==> src/rtl/checkpoint_manager.sv <==
// checkpoint_manager: circular buffer of branch checkpoints. Slots are
// allocated at tail, marked ok by correct resolves, and released in order
// from head. A mispredict squashes the resolved slot and everything younger.
// Each release or squash produces a one-cycle command pulse to the register file.
// Optional feature macro: CHKMGR_ALLOC_BYPASS_EN. When it is defined, a full
// queue still accepts an allocation in a cycle where head is released.
module checkpoint_manager #(
    parameter int name_width = 1,
    parameter int slot_width = 2
) (
    input  logic                  CLK,
    input  logic                  RST,
    input  logic                  ALLOC_E,
    input  logic [name_width-1:0] CHK_IN,
    output logic                  ALLOC_READY,
    output logic [slot_width-1:0] ID_OUT,
    output logic                  CHK_REQ,
    input  logic                  RES_E,
    input  logic [slot_width-1:0] RES_ID,
    input  logic                  RES_MISPRED,
    output logic                  ROLLBK_E,
    output logic                  DO_ROLL,
    output logic                  DO_REL,
    output logic [name_width-1:0] ROLLBK_OUT,
    output logic [slot_width:0]   COUNT
);

    localparam int N = 2 ** slot_width;
    localparam logic [slot_width:0] FULL = (slot_width + 1)'(N);

    logic [N-1:0]          valid_q, valid_d;
    logic [N-1:0]          ok_q, ok_d;
    logic [name_width-1:0] name_q [N];
    logic [slot_width-1:0] head_q, head_d;
    logic [slot_width-1:0] tail_q, tail_d;
    logic [slot_width:0]   count_q, count_d;
    logic                  rollbk_e_q, rollbk_e_d;
    logic                  do_roll_q, do_roll_d;
    logic                  do_rel_q, do_rel_d;
    logic [name_width-1:0] rollbk_out_q, rollbk_out_d;

    logic                  res_hit;
    logic                  mispred;
    logic                  res_ok;
    logic                  rel_now;
    logic                  full;
    logic                  alloc_ready;
    logic                  alloc_fire;
    logic [slot_width-1:0] roll_off;

    // Decode the resolve port and the release / allocation decisions for this cycle.
    always_comb begin
        res_hit  = RES_E && !RST && valid_q[RES_ID];
        mispred  = res_hit && RES_MISPRED;
        res_ok   = res_hit && !RES_MISPRED;
        rel_now  = !RST && !mispred && valid_q[head_q]
                   && (ok_q[head_q] || (res_ok && (RES_ID == head_q)));
        full     = (count_q == FULL);
        roll_off = RES_ID - head_q;
`ifdef CHKMGR_ALLOC_BYPASS_EN
        // A full queue may still allocate into the slot head vacates this cycle.
        alloc_ready = (!full || rel_now) && !mispred;
`else
        alloc_ready = !full && !mispred;
`endif
        alloc_fire = ALLOC_E && alloc_ready && !RST;
    end

    // Next-state of the slot table, pointers, count and the command pulse.
    always_comb begin
        valid_d      = valid_q;
        ok_d         = ok_q;
        head_d       = head_q;
        tail_d       = tail_q;
        count_d      = count_q;
        rollbk_e_d   = 1'b0;
        do_roll_d    = 1'b0;
        do_rel_d     = 1'b0;
        rollbk_out_d = rollbk_out_q;
        if (mispred) begin
            // Squash the mispredicted slot and every slot younger than it.
            for (int i = 0; i < N; i++) begin
                if ((slot_width'(i) - head_q) >= roll_off) begin
                    valid_d[i] = 1'b0;
                    ok_d[i]    = 1'b0;
                end
            end
            tail_d       = RES_ID;
            count_d      = {1'b0, roll_off};
            rollbk_e_d   = 1'b1;
            do_roll_d    = 1'b1;
            rollbk_out_d = name_q[RES_ID];
        end else begin
            if (res_ok) begin
                ok_d[RES_ID] = 1'b1;
            end
            if (rel_now) begin
                valid_d[head_q] = 1'b0;
                ok_d[head_q]    = 1'b0;
                head_d          = head_q + 1'b1;
                rollbk_e_d      = 1'b1;
                do_rel_d        = 1'b1;
                rollbk_out_d    = name_q[head_q];
            end
            // Allocation is applied last so it wins when tail wraps onto the released head.
            if (alloc_fire) begin
                valid_d[tail_q] = 1'b1;
                ok_d[tail_q]    = 1'b0;
                tail_d          = tail_q + 1'b1;
            end
            count_d = count_q + (slot_width + 1)'(alloc_fire) - (slot_width + 1)'(rel_now);
        end
    end

    // Control state and command pulse registers, cleared by synchronous reset.
    always_ff @(posedge CLK) begin
        if (RST) begin
            valid_q      <= '0;
            ok_q         <= '0;
            head_q       <= '0;
            tail_q       <= '0;
            count_q      <= '0;
            rollbk_e_q   <= 1'b0;
            do_roll_q    <= 1'b0;
            do_rel_q     <= 1'b0;
            rollbk_out_q <= '0;
        end else begin
            valid_q      <= valid_d;
            ok_q         <= ok_d;
            head_q       <= head_d;
            tail_q       <= tail_d;
            count_q      <= count_d;
            rollbk_e_q   <= rollbk_e_d;
            do_roll_q    <= do_roll_d;
            do_rel_q     <= do_rel_d;
            rollbk_out_q <= rollbk_out_d;
        end
    end

    // Checkpoint names are pure data; they are written on allocation and never reset.
    always_ff @(posedge CLK) begin
        if (alloc_fire) begin
            name_q[tail_q] <= CHK_IN;
        end
    end

    assign ALLOC_READY = alloc_ready;
    assign CHK_REQ     = alloc_fire;
    assign ID_OUT      = tail_q;
    assign ROLLBK_E    = rollbk_e_q;
    assign DO_ROLL     = do_roll_q;
    assign DO_REL      = do_rel_q;
    assign ROLLBK_OUT  = rollbk_out_q;
    assign COUNT       = count_q;

endmodule

==> config.mk <==
export PLATFORM = sky130hd
export DESIGN_NAME = checkpoint_manager
export DESIGN_NICKNAME = d
export VERILOG_FILES = /design/src/rtl/checkpoint_manager.sv
export SDC_FILE = /design/constraint.sdc
export NUM_CORES = 1
export LEC_CHECK = 0
export ABC_AREA = 1
export CORE_MARGIN = 2
export CORE_UTILIZATION = 55
export DETAILED_ROUTE_END_ITERATION = 8
export GPL_TIMING_DRIVEN = 0
export PLACE_DENSITY = 0.78
export SLEW_MARGIN = 10
export SYNTH_ARGS = -nofsm -noshare
export SYNTH_HDL_FRONTEND = slang
export SYNTH_SLANG_ARGS = --single-unit
==> constraint.sdc <==
create_clock -name CLK -period 3.3 [get_ports CLK]
set_input_delay 0.33 -clock CLK [delete_from_list [all_inputs] [get_ports CLK]]
set_output_delay 0.33 -clock CLK [all_outputs]
set_load 0.05 [all_outputs]
==> flow_metrics.env <==
export IMPL_status="finished clean"
export IMPL_drtPass1Iterations=4
export IMPL_final_area_mm2=0.00181
export IMPL_synth_seq_cells=25
export IMPL_ctsResizeCount=0
export IMPL_h_tree_depth=1
export IMPL_coreArea_mm2=0.00271
export IMPL_layout_drive_gt1_share_pct=8.64
export IMPL_grt_remaining_overflow=0
export IMPL_leakagePower_nw=0.884
export IMPL_cts_hold_buf=0
export IMPL_vias_per_cell=5.53
export IMPL_ioPinCount=19
export IMPL_slew_headroom_pct=66.7
export IMPL_drc=0
export IMPL_multiInputGateArea_um2=877
export IMPL_worstPathMaxFanout=10
export IMPL_root_buffer="clkbuf_4"
export IMPL_wirelength_um=3520
export IMPL_setup_violations=0
export IMPL_regToRegStartpoint="head_q[1]$_SDFFE_PP0P_"
export IMPL_critPathBufInv=4
export IMPL_vias=1388
export IMPL_synth_compound_area_share_pct=12.6
export IMPL_grt_max_degree=16
export IMPL_antenna_left=0
export IMPL_syn_to_final_growth_pct=16.0
export IMPL_clockBufferDepth=2
export IMPL_reg2regPathDepth=14
export IMPL_stdcell_count=251
export IMPL_synthMuxAreaShare_pct=0
export IMPL_place_area_mm2=0.00178
export IMPL_synthSimpleGateAreaFrac_pct=26.7
export IMPL_ys_flop_type="dfxtp_1"
export IMPL_row_count=19
export IMPL_dp_hpwl_um=2740
export IMPL_cts_tree="built"
export IMPL_ys_types=34
export IMPL_grt_first_pass_wirelength_um=5820
export IMPL_diodes=0
export IMPL_finalCriticalPeriod_ns=3.05
export IMPL_hold_path_class="reg2reg"
export IMPL_yosysWarnings=0
export IMPL_critPathLaunchType="primary input"
export IMPL_first_global_vias=1323
export IMPL_startpoint="RES_ID[1]"
export IMPL_slew_violations=0
export IMPL_hold_viol=0
export IMPL_worst_slew_pin_slew_ns=0.498
export IMPL_clock_fmax_mhz=327
export IMPL_cts_buffers=3
export IMPL_timing_final_crit_share_pct=92.6
export IMPL_synthArstFlopShare_pct=0
export IMPL_netlist_area_mm2=0.00156
export IMPL_crit_arrival_ns=2.72
export IMPL_synth_nets=224
export IMPL_io_buffers=18
export IMPL_critical_path_depth=9
export IMPL_critPathCaptureType="output port"
export IMPL_die_width_um=57.2
export IMPL_antenna_found_initial=0
export IMPL_power_uw=615
export IMPL_r2r_slack_ns=0.50
export IMPL_register_area_um2=541
export IMPL_clock_skew_ns=0.00894
export IMPL_critPathMaxStageDelay_ns=0.83
export IMPL_maxCapViolations=0
export IMPL_synth_adder_area_share_pct=15.9
export IMPL_drt_iter0_drc=52
export IMPL_nNetsFinal=247
export IMPL_synth_xor_area_share_pct=1.13
export IMPL_path_cells="clkdlybuf4s50_1, inv_1, nand2_1, nand2_1, nand3_2, buf_6, nand2_4, nor2_8, clkdlybuf4s50_1"
export IMPL_track_usage_pct=23.2
export IMPL_seq_area_frac_synth_pct=34.7
export IMPL_rr_endpoint="COUNT[2]$_SDFF_PP0_"
export IMPL_post_cts_buffers=0
export IMPL_crit_type="in2out"
export IMPL_synth_edf_count=4
export IMPL_die_area_mm2=0.00327
export IMPL_syn_inst=198
export IMPL_clock_sinks=25
export IMPL_avgRoutedWirePerCell_um=14.0
export IMPL_crit_end="CHK_REQ"
export IMPL_synth_top_family_by_area="simple AND/OR/NAND/NOR gates"
export IMPL_insertion_delay_ns=0.34
export IMPL_fill_cells=242
export IMPL_crit_family="buffers and inverters"
export IMPL_power_density_mw_per_mm2=341
export IMPL_rsz0062_at_grt="no"
export IMPL_crit_required_ns=2.97
export IMPL_synth_avg_cell_area_um2=7.86
export IMPL_initial_core_util_pct=57.4
export IMPL_ir_drop_mv=0.283
export IMPL_dp_cells=247
export IMPL_cp_slowest_cell="clkdlybuf4s50_1"
export IMPL_gp_congestion=0.960
export IMPL_clk_pin_slew_ns=0.15
export IMPL_die_height_um=57.2
routing by layer:
metal / share of wire (%) / GRT usage (%) / up-vias
li1: - / - / 685
met1: 42 / 28.1 / 638
met2: 50 / 40.4 / 51
met3: 4.9 / 2.49 / 14
met4: 3.2 / 12.0 / 0
met5: 0 / 0 / -
synth_stat cells (3+ instances only):
library cell | count | area, µm²
fa_1 | 3 | 60.1
nand2_4 | 3 | 33.8
nor2_1 | 8 | 30.0
inv_2 | 3 | 11.3
a21oi_1 | 7 | 35.0
dfxtp_1 | 21 | 420
nand4_1 | 8 | 50.1
o22ai_1 | 3 | 18.8
ha_1 | 15 | 188
edfxtp_1 | 4 | 120
inv_1 | 30 | 113
nand3_1 | 6 | 30.0
nand2_1 | 53 | 199
o21ai_0 | 12 | 60.1
flip-flops by register name, summed over array words and instances, names as in the netlist, named ones only:
register,count
ID_OUT,2
ROLLBK_OUT,1
DO_REL,1
DO_ROLL,1
ROLLBK_E,1
ok_q,4
name_q,4
COUNT,3
valid_q,4
head_q,2
worst min-delay path by stage:
stage,from,end,slack (ns),cells past startpoint
after global routing,ok_q[2]$_SDFFE_PP0P_,ok_q[2]$_SDFFE_PP0P_,0.49,2
final,ok_q[2]$_SDFFE_PP0P_,ok_q[2]$_SDFFE_PP0P_,0.46,2
after CTS,ok_q[2]$_SDFFE_PP0P_,ok_q[2]$_SDFFE_PP0P_,0.47,2
after floorplan,ok_q[2]$_SDFFE_PP0P_,ok_q[2]$_SDFFE_PP0P_,0.43,2
after global placement,ok_q[2]$_SDFFE_PP0P_,ok_q[2]$_SDFFE_PP0P_,0.44,2
after detailed placement,ok_q[2]$_SDFFE_PP0P_,ok_q[2]$_SDFFE_PP0P_,0.44,2
logic make-up after synthesis:
family,count (synthesis)
adder cells (fa/ha/maj),18
buffers and inverters,35
XOR/XNOR,2
flip-flops,25
AO/OA/AOI/OAI,32
AND/OR/NAND/NOR,86
stage by stage:
step | setup WS (ns) | util, % | setup TNS [ns] | hold WS (ns)
global placement | -0.0128 | 65.5 | -0.0128 | 0.444
CTS | 0.246 | 66.6 | 0 | 0.465
global route | 0.111 | 66.6 | 0 | 0.488
floorplan | 0.804 | - | 0 | 0.427
detailed placement | -0.0725 | 65.5 | -0.0725 | 0.444
finish | 0.245 | 66.6 | 0 | 0.464
placed cells by master (no fill, tap or decap), types with 3 or more instances in the layout:
cell type	n
nand2_4	3
nand4_1	8
edfxtp_1	4
ha_1	15
clkdlybuf4s50_1	18
nand2_1	53
inv_2	3
o21ai_0	12
inv_1	30
o22ai_1	3
nand3_1	6
clkbuf_4	3
dfxtp_1	21
a21oi_1	7
nor2_1	8
fa_1	3
cell type report:
class / count / share of cell area (%)
repair buffers: 18 / 9.98
multi-input cells: 138 / 48.6
plain buffers: 1 / 0.624
clock buffers: 3 / 1.25
clock inverters: 1 / 0.416
well taps: 31 / 2.15
inverters: 34 / 7.07
flip-flops and latches: 25 / 29.9
report_power, final:
part	internal (mW)	switching (mW)	leakage [nW]
Clock	0.0466	0.106	0.0139
Combinational	0.0478	0.0843	0.663
Sequential	0.320	0.00976	0.206
worst reg2reg max path, cell delays in order, from the launching register on:
cell and delay, ns:
dfxtp_1 0.52, inv_1 0.24, a21oi_1 0.16, o21ai_0 0.10
nand2_1 0.14, o21ai_4 0.11, nand2_4 0.12, inv_2 0.05
ha_1 0.27, inv_1 0.06, ha_1 0.13, inv_1 0.04
fa_1 0.38, or2_2 0.30, a21oi_1 0.14
No activity file was read; power rests on OpenSTA's default activity.
